==> src/rtl/imem_loader_pkg.sv <==
// Shared types and constants for the instruction-memory boot loader.
// The CKSUM state exists only when IMEM_LOADER_CHECKSUM_EN is defined.
package imem_loader_pkg;

    localparam int DEPTH_DEF = 1000;
    localparam int BYTE_W    = 8;
    localparam int WORD_W    = 32;
    localparam int LANES     = WORD_W / BYTE_W;
    localparam int LANE_W    = $clog2(LANES);
    localparam int LEN_W     = 2 * BYTE_W;

    typedef enum logic [2:0] {
        LEN0,
        LEN1,
        DATA,
        WRITE,
`ifdef IMEM_LOADER_CHECKSUM_EN
        CKSUM,
`endif
        DONE,
        ERR
    } state_t;

endpackage

==> src/rtl/imem_word_packer.sv <==
// Collects bytes LSB-first into a 32-bit instruction word.
// word_next shows the word as it will look once din is taken.
module imem_word_packer
    import imem_loader_pkg::*;
(
    input  logic              SYS_clk,
    input  logic              SYS_reset,
    input  logic              push,
    input  logic [BYTE_W-1:0] din,
    output logic [WORD_W-1:0] word_next,
    output logic              last
);

    logic [LANE_W-1:0] cnt;
    logic [WORD_W-1:0] asm_q;

    always_ff @(posedge SYS_clk) begin
        if (SYS_reset) begin
            cnt   <= '0;
            asm_q <= '0;
        end else if (push) begin
            cnt   <= cnt + 1'b1;
            asm_q <= word_next;
        end
    end

    always_comb begin
        word_next = asm_q;
        word_next[cnt*BYTE_W +: BYTE_W] = din;
    end

    assign last = (cnt == LANE_W'(LANES - 1));

endmodule

==> src/rtl/imem_loader.sv <==
// Streams a length-prefixed program into instruction memory, holding the
// core until done. Define IMEM_LOADER_CHECKSUM_EN for a trailing XOR byte.
module imem_loader
    import imem_loader_pkg::*;
#(
    parameter int DEPTH  = DEPTH_DEF,
    parameter int ADDR_W = 32
) (
    input  logic              SYS_clk,
    input  logic              SYS_reset,
    input  logic              in_valid,
    input  logic [7:0]        in_data,
    output logic              in_ready,
    output logic              mem_we,
    output logic [ADDR_W-1:0] mem_addr,
    output logic [31:0]       mem_wdata,
    output logic              cpu_hold,
    output logic              load_done,
    output logic              load_err
);

    localparam logic [31:0] DEPTH_U = 32'(DEPTH);

`ifdef IMEM_LOADER_CHECKSUM_EN
    localparam state_t POST = CKSUM;
    logic [BYTE_W-1:0] cks_q;
`else
    localparam state_t POST = DONE;
`endif

    state_t             state, nxt;
    logic [LEN_W-1:0]   len_q;
    logic [LEN_W-1:0]   len_full;
    logic [LEN_W-1:0]   idx;
    logic               take, push, pk_last;
    logic [WORD_W-1:0]  pk_word;

    assign take     = in_valid && in_ready;
    assign push     = take && (state == DATA);
    assign len_full = {in_data, len_q[BYTE_W-1:0]};

    imem_word_packer u_packer (
        .SYS_clk   (SYS_clk),
        .SYS_reset (SYS_reset),
        .push      (push),
        .din       (in_data),
        .word_next (pk_word),
        .last      (pk_last)
    );

    always_comb begin
        nxt       = state;
        in_ready  = 1'b0;
        mem_we    = 1'b0;
        cpu_hold  = 1'b1;
        load_done = 1'b0;
        load_err  = 1'b0;
        case (state)
            LEN0: begin
                in_ready = 1'b1;
                if (in_valid) nxt = LEN1;
            end
            LEN1: begin
                in_ready = 1'b1;
                if (in_valid) begin
                    if (len_full == '0)
                        nxt = POST;
                    else if ({16'd0, len_full} > DEPTH_U)
                        nxt = ERR;
                    else
                        nxt = DATA;
                end
            end
            DATA: begin
                in_ready = 1'b1;
                if (in_valid && pk_last) nxt = WRITE;
            end
            WRITE: begin
                mem_we = 1'b1;
                nxt    = (idx < len_q - 1'b1) ? DATA : POST;
            end
`ifdef IMEM_LOADER_CHECKSUM_EN
            CKSUM: begin
                in_ready = 1'b1;
                if (in_valid) nxt = (in_data == cks_q) ? DONE : ERR;
            end
`endif
            DONE: begin
                cpu_hold  = 1'b0;
                load_done = 1'b1;
            end
            ERR: begin
                load_err = 1'b1;
            end
            default: nxt = LEN0;
        endcase
    end

    always_ff @(posedge SYS_clk) begin
        if (SYS_reset) begin
            state     <= LEN0;
            len_q     <= '0;
            idx       <= '0;
            mem_addr  <= '0;
            mem_wdata <= '0;
`ifdef IMEM_LOADER_CHECKSUM_EN
            cks_q     <= '0;
`endif
        end else begin
            state <= nxt;
            if (take && state == LEN0) len_q[BYTE_W-1:0] <= in_data;
            if (take && state == LEN1) len_q[LEN_W-1:BYTE_W] <= in_data;
            // Latch address/data as the 4th byte lands so WRITE sees them.
            if (push && pk_last) begin
                mem_addr  <= ADDR_W'(idx);
                mem_wdata <= pk_word;
            end
            if (state == WRITE && nxt == DATA) idx <= idx + 1'b1;
`ifdef IMEM_LOADER_CHECKSUM_EN
            if (push) cks_q <= cks_q ^ in_data;
`endif
        end
    end

endmodule
==> config.mk <==
export PLATFORM = sky130hd
export DESIGN_NAME = imem_loader
export DESIGN_NICKNAME = d
export VERILOG_FILES = /design/src/rtl/imem_loader_pkg.sv /design/src/rtl/imem_word_packer.sv /design/src/rtl/imem_loader.sv
export SDC_FILE = /design/constraint.sdc
export NUM_CORES = 1
export LEC_CHECK = 0
export BUFFER_PORTS_ARGS = -buffer_cell sky130_fd_sc_hd__buf_2
export CORE_UTILIZATION = 52
export DETAILED_ROUTE_END_ITERATION = 12
export PLACE_DENSITY = 0.84
export SYNTH_ARGS = -nofsm -noshare
export SYNTH_HDL_FRONTEND = slang
export SYNTH_SLANG_ARGS = --single-unit
==> constraint.sdc <==
create_clock -name SYS_clk -period 3.8 [get_ports SYS_clk]
set_clock_uncertainty 0.1 [all_clocks]
set_input_delay 0.57 -clock SYS_clk [delete_from_list [all_inputs] [get_ports SYS_clk]]
set_output_delay 0.57 -clock SYS_clk [all_outputs]
set_load 0.02 [all_outputs]
==> results.ini <==
[outcome]
outcome=complete, but fails checks
violations=negative setup slack

[floorplan]
die_w_um=105
die-area_mm2=0.0111
start_util_pct=53.6
io_pins=80
die_height_um=105
fp-row-count=37
core-area_mm2=0.0103

[cells_and_area]
final_nets=772
seq_area_mm2=0.00234
antenna_cells=0
drive_gt1_share_pct=20.9
nFillCells=783
layout_common_cells=dfxtp_1 (116), a21oi_1 (81), nor2_1 (76)
area_growth_pct=22.8
mostFrequentLayoutCell=dfxtp_1
multi_input_area_mm2=0.00308

[clocking]
clk_pin_slew_ns=0.05
cts_tree=yes
clock-sinks=117
h-tree-depth=4
insertion_delay_ns=0.53
cts_buffers=17
cts_root_buf=clkbuf_8
cts_buffer_depth=2

[grt]
grt-ovfl-total=0
grt_pass1_wl_mm=22.9
track_usage_pct=25.9
antenna_found_initial=0
grt_max_degree=89
grt_pass1_vias=4883

[logic_synthesis]
syn_area_mm2=0.00554
ys_ff_latch=117
syn_inst=668
netlist.area_leader.share_pct=42.3
avgSynthCellArea_um2=8.29
synth_top_area_cell=dfxtp_1
synth_area_leaders=dfxtp_1 (42%), a211oi_1 (8.9%), a21oi_1 (7.9%), nor2_1 (5.2%), ha_1 (5.2%)
synth_edf_count=0
yosysWarnings=0
synth-main-ff-cell=dfxtp_1
synth_cell_types=49
ys_seq_area_share_pct=42.3
async_flop_share_pct=0

[power]
leakage_nw=2.62
p_per_area_mw_per_mm2=471
ir_drop_v=0.000282

[sta]
fin_crit_ns=4.08
tightest_slew_ns=0.925
setup-violations-final=18
min_period_over_period_pct=107
max-slew-margin-rel_pct=37.8
grt_setup_unrepaired=yes
finalMaxSlewViolations=0
max_clock_freq_ghz=0.245
worst_slack_ns=-0.279
hold_viol_final=0
whs_ns=0.294

[route]
drt-total-wl_mm=14.6
routedWlPerCell_um=16.4
drc_errors=0
vias=5182
drtAntennaViolNets=0
viasPerCell=5.84
drtPass1Iterations=4
dr.first_iter.drc_count=295

[placed_design]
pre_cts_slack_ns=-0.204
numPortBuffers=63
gp_congestion=0.836
dp_hpwl_mm=8.95

[hold_path]
min_from=in_data[5]
hold_class=in2reg

[critical_path]
r2r-start=len_q[0]$_SDFFE_PP0P_
cp.required_ns=4.14
crit_type=reg2reg
arrival_ns=4.42
crit_fanout=9
cp-end-kind=flip-flop
start_kind=flip-flop
worstSetupStartpoint=len_q[0]$_SDFFE_PP0P_

[flow_run]
maxCapViolCount=0

-- flip-flops by register name (all words and copies together) (netlist names) --
name and count:
state 3, idx 16, mem_addr 16, u_packer.cnt 2, len_q 16, mem_wdata 32
u_packer.asm_q 32
-- where the power goes --
| part | switching (mW) | internal, mW |
|---|---|---|
| sequential | 0.0184 | 1.24 |
| clock | 0.583 | 1.07 |
| combinational | 0.174 | 0.123 |
| total | 0.775 | 2.43 |
-- routing by layer --
layer / wire [um] / up-vias / global-route usage (%)
li1: - / 2492 / -
met1: 5850 / 2449 / 30.4
met2: 7360 / 192 / 43.8
met3: 838 / 49 / 6.11
met4: 510 / 0 / 13.2
met5: 0 / - / 0
-- worst max-delay path, cell delays in order, from the launching register on --
cell and delay [ns]:
dfxtp_2 0.32, or4_4 0.53, or4_4 0.44, or4_4 0.46
nor4_4 0.17, xnor2_1 0.12, ha_1 0.32, a211o_1 0.30
a211oi_2 0.25, o21ai_2 0.15, buf_6 0.18, or4_4 0.49
a21oi_2 0.16
-- worst paths after layout --
path                                    to  slack [ns]  depth (start not counted)
setup / recovery       idx[8]$_SDFFE_PP0P_       -0.28                         12
hold reg to reg   mem_addr[2]$_SDFFE_PP0P_        0.35                          2
hold / removal       len_q[5]$_SDFFE_PP0P_        0.29                          3
setup reg to reg       idx[8]$_SDFFE_PP0P_       -0.28                         12
-- cells in the mapped netlist (2+ instances only) --
| cell | number |
|---|---|
| and3_1 | 6 |
| a211oi_1 | 66 |
| mux2_1 | 2 |
| o21ai_1 | 4 |
| nand2_1 | 73 |
| or4_1 | 15 |
| nor2_1 | 77 |
| or3_1 | 4 |
| clkbuf_1 | 35 |
| or4_4 | 2 |
| buf_4 | 16 |
| dfxtp_1 | 117 |
| nor4b_1 | 2 |
| nand4_1 | 9 |
| nor3_1 | 10 |
| nand3b_1 | 2 |
| nor2b_1 | 35 |
| ha_1 | 23 |
| buf_2 | 7 |
| xor2_1 | 4 |
| xnor2_1 | 11 |
| o21a_1 | 2 |
| a21oi_1 | 87 |
| o21ai_0 | 4 |
| inv_1 | 9 |
| nand3_1 | 11 |
| o31ai_1 | 12 |
| nand2b_1 | 2 |
-- cell type report --
| cell class | instances | share of cell area, % |
|---|---|---|
| well taps | 136 | 2.50 |
| repair buffers | 94 | 8.28 |
| multi-input cells | 498 | 45.3 |
| flip-flops and latches | 117 | 34.5 |
| clock inverters | 12 | 2.61 |
| clock buffers | 20 | 6.25 |
| inverters | 10 | 0.552 |
-- cell families after synthesis --
kind of cell,share of synthesized area (%)
fa+ha+maj,5.20
mux,0.407
simple gates,22.8
xor+xnor,2.37
compound gates,20.9
buf+inv,5.92
other cells,0.0677
flops,42.3
-- stage by stage --
stage               TNS (ns)  total power [mW]  utilization, %  instance area (um^2)  std cells
floorplan                  0              1.47               -                  5600        683
global placement      -0.324              1.51            57.6                  5950        843
detailed placement     -2.47              1.52            57.6                  5950        843
CTS                    -1.45              3.17            64.2                  6630        879
global route           -4.73              3.30            65.9                  6800        887
finish                 -3.48              3.20            65.9                  6800        887
-- repair_timing --
item,4_1_cts,5_1_grt
pin swaps,8,6
gates resized for setup,13,24
hold buffers,0,0
setup buffers,2,8
cloned,2,0
setup endpoints to repair,17,18
No activity file was read; power rests on OpenSTA's default activity.
